<file path="src/rtl/host_byte_loader.sv">
// Host-side byte loader: MCU strobes bytes into block RAM port B.
// Also sets the auto-incrementing address and reads bytes back.
module host_byte_loader #(
   parameter int ADDR_W       = 13,
   parameter int DATA_W       = 8,
   parameter int READ_LATENCY = 2
) (
   input  logic              sysclk,
   input  logic              external_reset,
   input  logic [DATA_W-1:0] external_data_in,
   input  logic [1:0]        external_data_bank,
   input  logic              external_data_clock,
   input  logic              loader_enable,
   output logic [DATA_W-1:0] host_data_out,
   output logic              loader_busy,
   output logic              loader_overrun,
   output logic              mem_ceb,
   output logic              mem_oceb,
   output logic              mem_wreb,
   output logic [ADDR_W-1:0] mem_adb,
   output logic [DATA_W-1:0] mem_dinb,
   input  logic [DATA_W-1:0] mem_doutb
);

   localparam logic [2:0] S_IDLE     = 3'd0;
   localparam logic [2:0] S_WRITE    = 3'd1;
   localparam logic [2:0] S_RD_ISSUE = 3'd2;
   localparam logic [2:0] S_RD_WAIT  = 3'd3;
   localparam logic [2:0] S_RD_CAP   = 3'd4;

   localparam logic [ADDR_W-1:0] ADDR_ONE = {{(ADDR_W-1){1'b0}}, 1'b1};

   logic [2:0]        r_sync;
   logic [2:0]        r_state;
   logic [ADDR_W-1:0] r_addr;
   logic [DATA_W-1:0] r_hdo;
   logic              r_ovr;
   logic              r_ceb;
   logic              r_oceb;
   logic              r_wreb;
   logic [ADDR_W-1:0] r_adb;
   logic [DATA_W-1:0] r_dinb;

   logic              w_edge;
   logic              w_accept;
   logic              w_busy;

   assign w_edge   = r_sync[1] & ~r_sync[2];
   assign w_accept = w_edge & loader_enable;
   assign w_busy   = (r_state != S_IDLE);

   // Two-flop synchronizer on the host strobe plus a third flop for edge detect
   always_ff @(posedge sysclk) begin
      if (external_reset) begin
         r_sync <= 3'b000;
      end else begin
         r_sync <= {r_sync[1:0], external_data_clock};
      end
   end

   // Command FSM: decode the bank on an accepted edge, drive port B, capture reads
   always_ff @(posedge sysclk) begin
      if (external_reset) begin
         r_state <= S_IDLE;
         r_addr  <= '0;
         r_hdo   <= '0;
         r_ovr   <= 1'b0;
         r_ceb   <= 1'b0;
         r_oceb  <= 1'b0;
         r_wreb  <= 1'b0;
         r_adb   <= '0;
         r_dinb  <= '0;
      end else begin
         r_ceb  <= 1'b0;
         r_oceb <= 1'b0;
         r_wreb <= 1'b0;
         if (w_accept && w_busy) begin
            r_ovr <= 1'b1;
         end
         case (r_state)
            S_IDLE: begin
               if (w_accept) begin
                  case (external_data_bank)
                     2'd0: r_addr[7:0] <= external_data_in[7:0];
                     2'd1: r_addr[ADDR_W-1:8] <= external_data_in[ADDR_W-9:0];
                     2'd2: begin
                        r_ceb   <= 1'b1;
                        r_wreb  <= 1'b1;
                        r_adb   <= r_addr;
                        r_dinb  <= external_data_in;
                        r_state <= S_WRITE;
                     end
                     default: begin
                        r_ceb   <= 1'b1;
                        r_oceb  <= 1'b1;
                        r_adb   <= r_addr;
                        r_state <= S_RD_ISSUE;
                     end
                  endcase
               end
            end
            S_WRITE: begin
               r_addr  <= r_addr + ADDR_ONE;
               r_state <= S_IDLE;
            end
            S_RD_ISSUE: begin
               r_state <= (READ_LATENCY == 1) ? S_RD_CAP : S_RD_WAIT;
            end
            S_RD_WAIT: begin
               r_state <= S_RD_CAP;
            end
            S_RD_CAP: begin
               r_hdo   <= mem_doutb;
               r_addr  <= r_addr + ADDR_ONE;
               r_state <= S_IDLE;
            end
            default: begin
               r_state <= S_IDLE;
            end
         endcase
      end
   end

   assign host_data_out  = r_hdo;
   assign loader_busy    = w_busy;
   assign loader_overrun = r_ovr;
   assign mem_ceb        = r_ceb;
   assign mem_oceb       = r_oceb;
   assign mem_wreb       = r_wreb;
   assign mem_adb        = r_adb;
   assign mem_dinb       = r_dinb;

endmodule

</file>
<file path="config.mk">
export PLATFORM = sky130hd
export DESIGN_NAME = host_byte_loader
export DESIGN_NICKNAME = d
export VERILOG_FILES = /design/src/rtl/host_byte_loader.sv
export SDC_FILE = /design/constraint.sdc
export NUM_CORES = 1
export LEC_CHECK = 0
export CORE_MARGIN = 1.5
export CORE_UTILIZATION = 43
export CTS_CLUSTER_DIAMETER = 40
export DETAILED_ROUTE_END_ITERATION = 8
export GPL_TIMING_DRIVEN = 0
export MAX_ROUTING_LAYER = met4
export PLACE_DENSITY = 0.73
export SYNTH_ARGS = -nofsm -noshare
export SYNTH_HDL_FRONTEND = slang
export SYNTH_SLANG_ARGS = --single-unit
</file>
<file path="constraint.sdc">
create_clock -name sysclk -period 1.8 [get_ports sysclk]
set_clock_uncertainty 0.1 [all_clocks]
set_input_delay 0.27 -clock sysclk [delete_from_list [all_inputs] [get_ports sysclk]]
set_output_delay 0.27 -clock sysclk [all_outputs]
set_load 0.1 [all_outputs]
</file>
Word-level counts from Yosys, hierarchy flattened
Index checks and enable logic that the tools add are counted.
{"block": "totals", "ff_bits": 52, "in_bits": 22, "output_inout_bits": 34, "word_cells": 52}
{"block": "op_classes", "addsub": 1, "eq_ne": 10, "n_mux": 10, "bitwise_logic": 6, "reduce_logical": 14}
{"cell": "13-bit case mux with 2 select lines", "n": 1}
{"cell": "13-bit by 1-bit adder with 13-bit output, second input constant", "n": 1}
{"cell": "13-bit 2-to-1 mux", "n": 1}
{"cell": "3-bit AND reduction", "n": 4}
{"cell": "3-bit case mux with 3 select lines", "n": 1}
{"cell": "8-bit 2-to-1 mux", "n": 1}
{"cell": "3-bit by 2-bit equality test with 1-bit output, second input constant", "n": 2}
{"cell": "3-bit case mux with 2 select lines", "n": 1}
{"cell": "3-bit OR reduction", "n": 2}
{"cell": "5-bit 2-to-1 mux", "n": 1}
{"cell": "2-bit by 1-bit != test with 1-bit output, second input constant", "n": 2}
{"cell": "2-bit != test, second input constant", "n": 2}
{"cell": "1-bit inverter", "n": 4}
{"cell": "2-bit OR reduction", "n": 2}
{"cell": "3-bit by 1-bit equality test with 1-bit output, second input constant", "n": 1}
{"cell": "3-bit equality test, second input constant", "n": 1}
{"cell": "3-bit logical NOT", "n": 1}
{"cell": "1-bit 2-to-1 mux", "n": 3}
{"cell": "3-bit 2-to-1 mux", "n": 1}
{"cell": "3-bit nonzero test", "n": 1}
{"cell": "1-bit bitwise AND", "n": 2}
{"cell": "2-bit by 1-bit equality test with 1-bit output, second input constant", "n": 1}
{"cell": "2-bit equality test, second input constant", "n": 1}
{"cell": "2-bit logical NOT", "n": 1}
{"cell": "other kinds (3)", "n": 3}

Depth between registers and ports, before layout
{"block": "logic_depth", "ltp_word": 5, "mapped_depth": 8, "mapped_depth_nobuf": 6}

Worst setup path after synthesis
OpenSTA, ideal clock, no wires.
{"block": "synth_timing", "path_type": "register -> register", "from": "register r_state[1]", "to": "register r_ovr (netlist: loader_overrun)", "setup_time_ns": 0.128, "arrival_time_ns": 1.591, "required_ns": 1.572, "path_slack_ns": -0.018, "path_stages_with_launch": 6, "n_path_buf": 1, "period_less_slack_ns": 1.818, "path_cell_list": "dfxtp_1 -> buf_4 -> nor3_1 -> inv_1 -> a21oi_1 -> nor2_1"}
{"block": "synth_via", "elab_chain_len": 2}
{"element": "start, declared", "line": "34", "text": "logic [2:0] r_state;"}
{"element": "start signal, assigned", "line": "107", "text": "r_state <= (READ_LATENCY == 1) ? S_RD_CAP : S_RD_WAIT;"}
{"element": "3-bit nonzero test", "line": "50", "text": "assign w_busy = (r_state != S_IDLE);"}
{"element": "named net loader_busy", "line": "15", "text": "output logic loader_busy,"}
{"element": "1-bit logical AND", "line": "77", "text": "if (w_accept && w_busy) begin"}
{"element": "end signal, assigned", "line": "67", "text": "r_ovr <= 1'b0;"}
{"element": "end signal, assigned", "line": "78", "text": "r_ovr <= 1'b1;"}
{"element": "end, declared", "line": "37", "text": "logic r_ovr;"}
The timed path passes the listed nets, and every way through them passes these cells.
A chain may end at the register's enable or synchronous reset.

Worst setup path after layout
{"block": "layout_timing", "from": "register r_addr[1]", "to": "register r_addr[8]"}
{"block": "layout_via", "elab_chain_len": 2}
{"element": "start, declared", "line": "35", "text": "logic [ADDR_W-1:0] r_addr;"}
{"element": "start signal, assigned", "line": "84", "text": "2'd0: r_addr[7:0] <= external_data_in[7:0];"}
{"element": "start signal, assigned by index", "line": "85", "text": "2'd1: r_addr[ADDR_W-1:8] <= external_data_in[ADDR_W-9:0];"}
{"element": "start signal, assigned", "line": "103", "text": "r_addr <= r_addr + ADDR_ONE;"}
{"element": "13-bit by 1-bit adder with 13-bit output", "line": "103, 114"}
{"element": "13-bit case mux with 2 select lines", "line": "80", "text": "case (r_state)"}
Every way passes these cells.

==> qor.csv <==
metric;value;unit
R2R Path Start;r_addr[1];
area of the die;0.005529;sq mm
Initial Util;0.4545;
fill count;445;
#FFs+latches synth;52;
gr ovfl total;0;
first-pass GRT wire length;8583;microns
commonest non-fill, non-tap cell in the layout;dfxtp_1;
Critical Path End Type;register;
routed wire length;5275;microns
I/O pin cnt;56;
DIE HEIGHT;74.36;microns
Clock Path Buffers;2;
Layout Nets;335;
critical path required time;1.93;ns
Fmax;581.4;MHz
Max-slew headroom;0.6309;
Via-to-Cell Ratio;5.132;
Post-Synthesis Cells;245;
# DRC;0;
syn_area_per_cell;8.937;sq um
via count;1945;
P_leak;1.121;nW
critical path startpoint category;register;
GP Congestion;0.8533;
outcome;finished, final reports clean;
initial DRC count;80;
Hold Path Stages;3;
Setup TNS;0;ns
Worst-Skew Late Latency;0.30;ns
end of the critical path;r_addr[8];
Clock Sink Count;52;
syn_nets;268;
power per cell area;631.3;mW/mm^2
r2r worst-path depth;6;
Hold Crit Class;input pin to register;
vias in the first global route;1818;
worst reg-to-reg setup slack;0.08;ns
Layout area overhead;40.34;%
IR drop worst, VDD;0.0004131;V
antenna violations before repair;0;
gr usage total;0.2106;
maximum capacitance violations;0;
# rows;25;
post-synthesis cell type count;38;
fin crit share;0.9556;
drt first pass iters;4;
Pins Over Slew Limit;0;
Root Buffer;clkbuf_8;
Tightest Pin Transition;0.5562;ns
Avg WL per Cell;13.92;microns
clock-pin transition on the worst setup and hold timing paths;0.09;ns
crit path from;r_addr[1];
Post-synth EDFFs;0;
crit path kind;register to register;
dpl hpwl;3597;microns
Diodes inserted;0;
worst-path fanout max;5;
largest net degree at the start of global routing;15;
CTS tree;done;
reg-to-reg endpoint;r_addr[8];
Horiz. Die Dim;74.36;microns
Final Setup Violations;0;
total clock buffers created by CTS;5;
layout cells sized above 1;0.2404;
Core ar.;0.004817;sq mm
register area share after synthesis;0.4754;
post-route minimum period;1.720;ns
CP arrival;1.85;ns
final hold vios;0;
I/O Buffers;54;
Yosys warnings;0;
post-layout util;0.6379;
commonest non-fill, non-tap cells in the layout;dfxtp_1, clkdlybuf4s15_2, nor2_1;
ys flop type;dfxtp_1;
CTS Hold Bufs;0;
Routed Antenna Nets;0;
Async S/R FF share, synth;0;
Syn Std Cell Area;0.002190;sq mm
CTS HTree Levels;2;
## power by group
group / internal (W) / switching (W) / leakage [nW] / total [W]
clock network: 0.000265 / 0.000366 / 0.0410 / 0.000631
logic: 0.0000679 / 0.0000774 / 0.658 / 0.000145
registers: 0.00116 / 0.00000733 / 0.422 / 0.00116
## through the flow
| stage | std cells | cell area (sq um) | setup slack (ns) | hold slack (ns) | power, W |
|---|---|---|---|---|---|
| 2_1_floorplan | 245 | 2190 | 0.01164 | 0.2917 | 0.001254 |
| 3_3_place_gp | 366 | 2814 | -0.5662 | 0.3179 | 0.001327 |
| 3_5_place_dp | 366 | 2814 | -0.5551 | 0.3260 | 0.001327 |
| 4_1_cts | 378 | 3010 | 0.0007288 | 0.2548 | 0.001957 |
| 5_1_grt | 379 | 3073 | -0.0005849 | 0.3070 | 0.002006 |
| 6_report | 379 | 3073 | 0.07997 | 0.2678 | 0.001940 |
## cells in the mapped netlist (all sizes together) (2+ instances only)
cell type / count / share of area
dfxtp: 52 / 0.48
nor2: 33 / 0.057
nand2: 31 / 0.057
mux2i: 23 / 0.11
a21oi: 18 / 0.041
and3: 9 / 0.026
buf: 8 / 0.033
a31oi: 7 / 0.020
clkbuf: 7 / 0.012
and2: 6 / 0.017
nand3: 6 / 0.014
o21ai: 6 / 0.014
inv: 4 / 0.0069
nor3: 4 / 0.0091
nor2b: 3 / 0.0086
o211ai: 3 / 0.010
or3: 3 / 0.0086
a211oi: 2 / 0.0069
a22oi: 2 / 0.0069
nor3b: 2 / 0.012
nor4: 2 / 0.0057
or2: 2 / 0.0057
## worst min path at each step
stage / end / startpoint / slack, ns
2_1_floorplan: mem_oceb / external_data_bank[0] / 0.29
3_3_place_gp: r_sync[1] / r_sync[0] / 0.32
3_5_place_dp: r_sync[1] / r_sync[0] / 0.33
4_1_cts: mem_wreb / external_reset / 0.25
5_1_grt: mem_wreb / external_reset / 0.31
6_report: mem_wreb / external_reset / 0.27
## cell families (layout without fill, tap and decap cells)
family | after synthesis | count (layout) | synth area share
and+or+nand+nor | 108 | 108 | 0.2492
DFF | 52 | 52 | 0.4754
AOI/OAI and AO/OA | 41 | 41 | 0.1091
muxes | 23 | 23 | 0.1051
buffers and inverters | 19 | 86 | 0.05143
adders and majority gates | 1 | 1 | 0.005713
xor gates and xnor gates | 1 | 1 | 0.004001
## metal layers
metal  track usage  vias up  wire length (microns)
met5             -        -                      0
li1              -      977                      -
met1        0.2626      914                   2432
met2        0.3413       48                   2511
met3       0.04472        6                    263
met4       0.06667        0                     68
## sequential cells by signal, indices dropped and copies added, names as in the netlist
name and flops:
mem_adb 13, r_addr 13, host_data_out 8, mem_dinb 8, r_state 3, r_sync 3
loader_overrun 1, mem_ceb 1, mem_oceb 1, mem_wreb 1
## worst max-delay path, cell delays in order (launching register included)
cell and delay, ns:
dfxtp_1 0.41, ha_1 0.22, nand3_1 0.16, nor2_4 0.20, nand2_4 0.08, or3_1 0.34
a31oi_1 0.13
## final cells by class
| cell class | count | area [sq um] | share of cell area |
|---|---|---|---|
| Timing Repair Buffer | 63 | 649.4 | 0.2113 |
| Buffer | 12 | 83.83 | 0.02728 |
| Multi-Input combinational cell | 174 | 1115 | 0.3628 |
| Clock buffer | 6 | 72.57 | 0.02362 |
| Clock inverter | 1 | 5.005 | 0.001629 |
| Tap cell | 67 | 83.83 | 0.02728 |
| Inverter | 4 | 15.01 | 0.004886 |
| Sequential cell | 52 | 1049 | 0.3412 |
## what timing repair did
action / in CTS / in global routing
pin swaps: 3 / 8
cloned: 1 / 0
setup buffers: 5 / 3
resized for setup: 115 / 24
setup endpoints to repair: 68 / 30
Note: power is estimated with default switching activity, not from simulation.
